$ cat src/rtl/regfile_scoreboard_if.sv
// Bus bundle for regfile_scoreboard: write/writeback, two read ports, issue and busy outputs.
// The master modport drives addresses and data; the slave modport is the register file.
interface regfile_scoreboard_if #(
  parameter int WIDTH = 8,
  parameter int DEPTH = 8
);
  localparam int AW = $clog2(DEPTH);

  logic             we_i;
  logic [AW-1:0]    waddr_i;
  logic [WIDTH-1:0] wdata_i;
  logic [AW-1:0]    raddr1_i;
  logic [AW-1:0]    raddr2_i;
  logic             issue_valid_i;
  logic [AW-1:0]    issue_rd_i;
  logic [WIDTH-1:0] rdata1_o;
  logic [WIDTH-1:0] rdata2_o;
  logic             busy1_o;
  logic             busy2_o;
  logic             busy_any_o;

  modport master (
    output we_i, waddr_i, wdata_i, raddr1_i, raddr2_i, issue_valid_i, issue_rd_i,
    input  rdata1_o, rdata2_o, busy1_o, busy2_o, busy_any_o
  );

  modport slave (
    input  we_i, waddr_i, wdata_i, raddr1_i, raddr2_i, issue_valid_i, issue_rd_i,
    output rdata1_o, rdata2_o, busy1_o, busy2_o, busy_any_o
  );
endinterface

$ cat src/rtl/regfile_scoreboard.sv
// Parametrised register file with two combinational read ports, optional write bypass and a
// per-register busy scoreboard. Define REGFILE_ZERO_REG_EN to hardwire register 0 to zero.
module regfile_scoreboard #(
  parameter int WIDTH  = 8,
  parameter int DEPTH  = 8,
  parameter int BYPASS = 1
) (
  input  logic                  clk,
  input  logic                  rst_n,
  regfile_scoreboard_if.slave   bus
);
  localparam int AW = $clog2(DEPTH);

`ifdef REGFILE_ZERO_REG_EN
  localparam bit ZeroReg = 1'b1;
`else
  localparam bit ZeroReg = 1'b0;
`endif

  logic [WIDTH-1:0] mem [DEPTH];
  logic [DEPTH-1:0] busy_vec;
  logic [DEPTH-1:0] wr_sel;   // writeback addresses entry (clears busy)
  logic [DEPTH-1:0] wr_hit;   // writeback actually changes the stored value

  genvar gi;
  generate
    for (gi = 0; gi < DEPTH; gi++) begin : g_reg
      localparam bit IsZero = ZeroReg && (gi == 0);
      logic [WIDTH-1:0] data_q, data_d;
      logic             busy_q, busy_d;
      logic             set, clr;

      always_comb begin
        clr    = bus.we_i && (bus.waddr_i == AW'(gi));
        set    = bus.issue_valid_i && (bus.issue_rd_i == AW'(gi)) && !IsZero;
        data_d = (clr && !IsZero) ? bus.wdata_i : data_q;
        // A new issue wins over a completing writeback to the same entry.
        busy_d = set ? 1'b1 : (clr ? 1'b0 : busy_q);
      end

      always_ff @(posedge clk or negedge rst_n) begin
        if (!rst_n) begin
          data_q <= '0;
          busy_q <= 1'b0;
        end else begin
          data_q <= data_d;
          busy_q <= busy_d;
        end
      end

      assign mem[gi]      = data_q;
      assign busy_vec[gi] = busy_q;
      assign wr_sel[gi]   = clr;
      assign wr_hit[gi]   = clr && !IsZero;
    end

    for (gi = 0; gi < 2; gi++) begin : g_rd
      logic [AW-1:0]    rd_addr;
      logic [WIDTH-1:0] rd_data;
      logic             rd_busy;

      assign rd_addr = (gi == 0) ? bus.raddr1_i : bus.raddr2_i;

      // Decoding by compare leaves out-of-range addresses at zero data and not busy.
      always_comb begin
        rd_data = '0;
        rd_busy = 1'b0;
        for (int i = 0; i < DEPTH; i++) begin
          if (rd_addr == AW'(i)) begin
            rd_data = mem[i];
            rd_busy = busy_vec[i];
            if (BYPASS != 0 && wr_hit[i]) rd_data = bus.wdata_i;
            if (BYPASS != 0 && wr_sel[i]) rd_busy = 1'b0;
          end
        end
        if (!rst_n) begin
          rd_data = '0;
          rd_busy = 1'b0;
        end
      end
    end
  endgenerate

  assign bus.rdata1_o   = g_rd[0].rd_data;
  assign bus.rdata2_o   = g_rd[1].rd_data;
  assign bus.busy1_o    = g_rd[0].rd_busy;
  assign bus.busy2_o    = g_rd[1].rd_busy;
  assign bus.busy_any_o = rst_n && (|busy_vec);
endmodule

$ cat src/flat_wrapper.sv
// flat-port wrapper written by rule: the top's interface ports become plain ports
module regfile_scoreboard_flat 
#(
  parameter int WIDTH  = 8,
  parameter int DEPTH  = 8,
  parameter int BYPASS = 1
)
  (clk, rst_n, bus_we_i, bus_waddr_i, bus_wdata_i, bus_raddr1_i, bus_raddr2_i, bus_issue_valid_i, bus_issue_rd_i, bus_rdata1_o, bus_rdata2_o, bus_busy1_o, bus_busy2_o, bus_busy_any_o);
  regfile_scoreboard_if #(.WIDTH(WIDTH), .DEPTH(DEPTH)) bus_i ();
  input  logic clk;
  input  logic rst_n;
  input wire logic [$bits(bus_i.we_i)-1:0] bus_we_i;
  input wire logic [$bits(bus_i.waddr_i)-1:0] bus_waddr_i;
  input wire logic [$bits(bus_i.wdata_i)-1:0] bus_wdata_i;
  input wire logic [$bits(bus_i.raddr1_i)-1:0] bus_raddr1_i;
  input wire logic [$bits(bus_i.raddr2_i)-1:0] bus_raddr2_i;
  input wire logic [$bits(bus_i.issue_valid_i)-1:0] bus_issue_valid_i;
  input wire logic [$bits(bus_i.issue_rd_i)-1:0] bus_issue_rd_i;
  output wire logic [$bits(bus_i.rdata1_o)-1:0] bus_rdata1_o;
  output wire logic [$bits(bus_i.rdata2_o)-1:0] bus_rdata2_o;
  output wire logic [$bits(bus_i.busy1_o)-1:0] bus_busy1_o;
  output wire logic [$bits(bus_i.busy2_o)-1:0] bus_busy2_o;
  output wire logic [$bits(bus_i.busy_any_o)-1:0] bus_busy_any_o;
  assign bus_i.we_i = bus_we_i;
  assign bus_i.waddr_i = bus_waddr_i;
  assign bus_i.wdata_i = bus_wdata_i;
  assign bus_i.raddr1_i = bus_raddr1_i;
  assign bus_i.raddr2_i = bus_raddr2_i;
  assign bus_i.issue_valid_i = bus_issue_valid_i;
  assign bus_i.issue_rd_i = bus_issue_rd_i;
  assign bus_rdata1_o = bus_i.rdata1_o;
  assign bus_rdata2_o = bus_i.rdata2_o;
  assign bus_busy1_o = bus_i.busy1_o;
  assign bus_busy2_o = bus_i.busy2_o;
  assign bus_busy_any_o = bus_i.busy_any_o;
  regfile_scoreboard #(.WIDTH(WIDTH), .DEPTH(DEPTH), .BYPASS(BYPASS)) u_core (.clk(clk), .rst_n(rst_n), .bus(bus_i));
endmodule
$ cat config.mk
export PLATFORM = sky130hd
export DESIGN_NAME = regfile_scoreboard_flat
export DESIGN_NICKNAME = d
export VERILOG_FILES = /design/src/rtl/regfile_scoreboard_if.sv /design/src/rtl/regfile_scoreboard.sv /design/src/flat_wrapper.sv
export SDC_FILE = /design/constraint.sdc
export NUM_CORES = 1
export LEC_CHECK = 0
export BUFFER_PORTS_ARGS = -buffer_cell sky130_fd_sc_hd__buf_2
export CAP_MARGIN = 20
export CORE_MARGIN = 5
export CORE_UTILIZATION = 45
export DETAILED_ROUTE_END_ITERATION = 8
export GPL_TIMING_DRIVEN = 0
export PLACE_DENSITY_LB_ADDON = 0.15
export SYNTH_ARGS = -nofsm -noshare
export SYNTH_HDL_FRONTEND = slang
export SYNTH_SLANG_ARGS = --single-unit
$ cat constraint.sdc
create_clock -name clk -period 2.5 [get_ports clk]
set_input_delay 0.5 -clock clk [delete_from_list [all_inputs] [get_ports clk]]
set_output_delay 0.5 -clock clk [all_outputs]
set_load 0.05 [all_outputs]
Word level (Yosys, flattened, before mapping):

Index checks and enable logic that the tools add are counted.

* flip-flop bits (word level): 72
* bits of input ports: 24
* output and inout port bits: 19
* word-level logic and storage cells: 126

* eq/ne operators: 28
* multiplexer cells: 60
* reduce and logical (&&, ||, !) cells: 22

Operators with widths (count)
* $mux W8: 26
* $eq A3 B3 Y1 const B: 16
* $mux W1: 34
* $eq A3 B2 Y1 const B: 8
* $logic_and A1 B1 Y1: 17
* $eq A3 B1 Y1 const B: 4
* $logic_not A3 Y1: 4
* $reduce_or A8 Y1: 1

Logic depth before layout (Yosys ltp):

* depth in word-level cells: 12
* gate-level depth with buffers: 8
* gate-level depth less buffers: 5

Worst setup path before layout:

No wires, ideal clock.

* path kind: input-to-output
* start: input bus_waddr_i[0]
* end: output bus_rdata1_o[2]
* data arrival time: 2.714 ns
* data required time: 2.000 ns
* setup slack: -0.714 ns
* stages: 6
* buffers on the path: 2
* cell sequence: buf_6 clkbuf_1 nand4b_1 o21ai_0 o221ai_1 a211oi_1

* cells in the longest elaborated chain, start to end: 12
* elaborated cells on any way between the ends: 33
* classes of those cells: 7 x eq/ne; 17 x mux; 9 x reduce/logical

RTL lines
* start: declaration: line flat_wrapper.sv:13 `input wire logic [$bits(bus_i.waddr_i)-1:0] bus_waddr_i;`
* $logic_not A3 Y1: line regfile_scoreboard.sv:34 `clr = bus.we_i && (bus.waddr_i == AW'(gi));`
* $logic_and A1 B1 Y1: line regfile_scoreboard.sv:34
* $mux W8: line regfile_scoreboard.sv:72 `if (BYPASS != 0 && wr_hit[i]) rd_data = bus.wdata_i;`
* $mux W8 (7 in a row): line regfile_scoreboard.sv:69 `if (rd_addr == AW'(i)) begin`
* $mux W8 (*): line regfile_scoreboard.sv:69
* $mux W8 (*): line regfile_scoreboard.sv:76 `if (!rst_n) begin`
* end: declaration: line flat_wrapper.sv:19 `output wire logic [$bits(bus_i.rdata1_o)-1:0] bus_rdata1_o;`

Every way passes the cells marked *; elsewhere a longest branch is shown, timed or not.

Worst setup path after layout:

* start: input bus_waddr_i[0]
* end: output bus_rdata1_o[4]

Same word-level chain as after synthesis.

==> impl_metrics.env <==
export IMPL_post_place_cells=678
export IMPL_cts_max_path_buffers=2
export IMPL_fin_crit_ns=2.80
export IMPL_grt_start_max_net_pins=34
export IMPL_cap_violations=0
export IMPL_clock_latency_ns=0.35
export IMPL_vias_per_cell=6.44
export IMPL_htree_levels=3
export IMPL_crit_family="simple AND/OR/NAND/NOR gates"
export IMPL_worst_slack_ns=-0.299
export IMPL_tightest_slew_ns=0.726
export IMPL_initial_utilization_pct=46.1
export IMPL_path_cells="buf_8, buf_8, nor4b_4, buf_6, buf_6, o32ai_4, a2bb2oi_2, or4b_4, a21oi_4, buf_6"
export IMPL_rows=36
export IMPL_clk_pin_slew_ns=0.08
export IMPL_core_mm2=0.00977
export IMPL_slew_viol_final=0
export IMPL_outcome="finished, violations left"
export IMPL_drtPass1Iterations=9
export IMPL_grt_pass1_wl_um=24800
export IMPL_grt_pass1_vias=4435
export IMPL_portBuffers=38
export IMPL_ant_nets=0
export IMPL_cts_buffers=9
export IMPL_fin_cells=731
export IMPL_die_area_mm2=0.0121
export IMPL_wl_per_cell_um=22.9
export IMPL_preCtsSetupSlack_ns=-0.710
export IMPL_wirelength_um=16700
export IMPL_dpl_cell_area_mm2=0.00505
export IMPL_start_kind="input pin"
export IMPL_synth_warnings=0
export IMPL_finalCritPeriodShare_pct=112
export IMPL_cp_slowest_cell="or4b_4"
export IMPL_dp_hpwl_um=10600
export IMPL_crit_arrival_ns=2.30
export IMPL_worst_path_buf_inv=5
export IMPL_powerDensity_mw_per_mm2=634
export IMPL_ys_types=63
export IMPL_vdd_drop_max_v=0.000479
export IMPL_whs_ns=0.0252
export IMPL_drc=0
export IMPL_final_hold_viol_count=0
export IMPL_fin_nets=617
export IMPL_r2r_setup_slack_ns=1.62
export IMPL_ys_seq_elements=72
export IMPL_path_common_cell="buf_6"
export IMPL_finClkSkew_ns=0
export IMPL_critPathMaxFanout=5
export IMPL_die_y_um=110
export IMPL_syn_inst=506
export IMPL_final_cell_area_mm2=0.00634
export IMPL_cts_root_buf="clkbuf_8"
export IMPL_clock_sinks=72
export IMPL_boundaryPins=43
export IMPL_num_vias=4711
export IMPL_p_leak_uw=0.00275
export IMPL_drt_iter0_drc=508
export IMPL_synth_seq_area_share_pct=39.9
export IMPL_grt_usage_pct=27.3
export IMPL_nFillCells=788
export IMPL_hold_path_class="in -> async"
export IMPL_setup_viol_count_final=18
export IMPL_cpPeakStageDelay_ns=0.50
export IMPL_crit_required_ns=2.00
export IMPL_violations="setup timing"
export IMPL_gp_congestion=0.954
export IMPL_synth_ff_type="dfrtp_1"
export IMPL_fmax_ghz=0.357
export IMPL_drive_above_1_share_pct=37.3
export IMPL_syn_avg_cell_area_um2=8.91
export IMPL_syn_nets=530
export IMPL_maxSlewHeadroom_pct=51.6
export IMPL_ys_async_sr_fraction_pct=100
export IMPL_antenna_found_initial=0
export IMPL_syn_area_mm2=0.00451
export IMPL_die_w_um=110
export IMPL_cts_tree="built"
export IMPL_rsz0062_at_grt="true"
export IMPL_critPathCaptureType="output pin"
export IMPL_total_power_uw=4020
export IMPL_antennaDiodeCount=0
export IMPL_synth_edf_count=0
export IMPL_path_class="in -> out"
export IMPL_syn_to_final_growth_pct=40.5
export IMPL_grt_ovfl_total=0
## through the flow
stage / util [%] / setup TNS [ns]
CTS: 62.4 / -3.05
finish: 64.8 / -3.38
global route: 64.8 / -4.27
detailed placement: 51.7 / -10.14
floorplan: - / -1.32
global placement: 51.4 / -21.04
## cells in the mapped netlist (3+ instances only)
cell	instances	share of area, %
nand2_1	77	6.4
dfrtp_1	72	40
nor2_1	42	3.5
inv_1	32	2.7
mux2_2	29	7.2
o21ai_0	26	2.9
mux2i_1	23	5.1
clkbuf_1	16	1.3
nand3_1	15	1.7
o211ai_1	14	2.3
o22ai_1	14	1.9
a21oi_1	12	1.3
buf_2	11	1.2
nand2b_1	7	0.97
or3_1	6	0.83
a32oi_1	5	0.97
nor3_1	5	0.55
o2111ai_1	5	0.97
o31a_1	5	0.97
or4_1	5	0.83
a22o_1	4	0.78
a22oi_1	4	0.67
a31oi_1	4	0.55
o221ai_1	4	0.78
o31ai_1	4	0.67
o32ai_1	4	0.78
buf_1	3	0.25
buf_4	3	0.50
mux2_4	3	1.0
nand3b_1	3	0.50
nand4_1	3	0.42
nor2b_1	3	0.42
nor4_1	3	0.42
## state kept, by name, summed over array words and instances, names as in the netlist
| register | flops |
|---|---|
| u_core.g.busy_q | 8 |
| u_core.g.data_q | 64 |
## per-layer routing
layer	share of wire, %	global-route usage, %	vias to the layer above
met5	0	0	-
met4	3.4	8.44	0
met3	8.6	4.78	55
met2	45	42.2	297
met1	43	39.1	2336
li1	-	-	2023
## final cells by class
cell class,instances,area [um^2],area share (%)
clock inverters,3,65.1,1.03
plain buffers,34,273,4.30
inverters,33,125,1.97
flip-flops and latches,72,1800,28.4
repair buffers,77,805,12.7
multi-input cells,366,2950,46.6
clock buffers,13,149,2.35
well taps,133,166,2.63
## logic make-up (layout without fill, tap and decap cells)
group / count (synthesis) / after routing / synth area share [%]
multiplexers: 57 / 57 / 14.3
AND/OR/NAND/NOR: 187 / 187 / 20.1
flip-flops: 72 / 72 / 39.9
AO/OA/AOI/OAI: 120 / 120 / 18.6
buffers and inverters: 68 / 160 / 6.55
XOR/XNOR: 2 / 2 / 0.388
## layout by cell type, fill, tap and decap left out, types with 7 or more instances in the layout
| cell | n |
|---|---|
| nand3_1 | 13 |
| mux2_2 | 26 |
| buf_12 | 9 |
| dfrtp_1 | 72 |
| buf_4 | 34 |
| buf_2 | 18 |
| o211ai_1 | 14 |
| o22ai_1 | 12 |
| mux2i_4 | 9 |
| mux2i_1 | 12 |
| o21ai_0 | 19 |
| clkbuf_1 | 8 |
| clkbuf_8 | 10 |
| buf_6 | 28 |
| nand2_1 | 71 |
| clkbuf_2 | 7 |
| nor2_1 | 39 |
| inv_1 | 31 |
## where the power goes
part / switching [uW] / internal (uW) / total [uW]
logic: 780 / 609 / 1390
clock network: 460 / 590 / 1050
registers: 169 / 1410 / 1580
total: 1410 / 2610 / 4020
## path summary, 6_finish.rpt
kind,startpoint,endpoint,cells past startpoint
worst max-delay path,bus_waddr_i[0],bus_rdata1_o[4],10
worst min-delay path,rst_n,u_core.g_reg[0].data_q[4],1
worst max register to register,u_core.g_reg[0].data_q[3],u_core.g_reg[0].data_q[3],2
worst min register to register,u_core.g_reg[0].data_q[1],u_core.g_reg[0].data_q[1],2
max in group asynchronous,rst_n,u_core.g_reg[4].data_q[4],2
min in group clk,bus_issue_rd_i[1],u_core.g_reg[1].busy_q,2
## what timing repair did
action / in CTS / in global routing
setup endpoints to repair: 18 / 18
hold buffers: 0 / 0
gates resized for setup: 128 / 46
cloned: 2 / 0
setup buffers: 29 / 8
pin swaps: 29 / 25
Power figures use the tool's default switching activity.
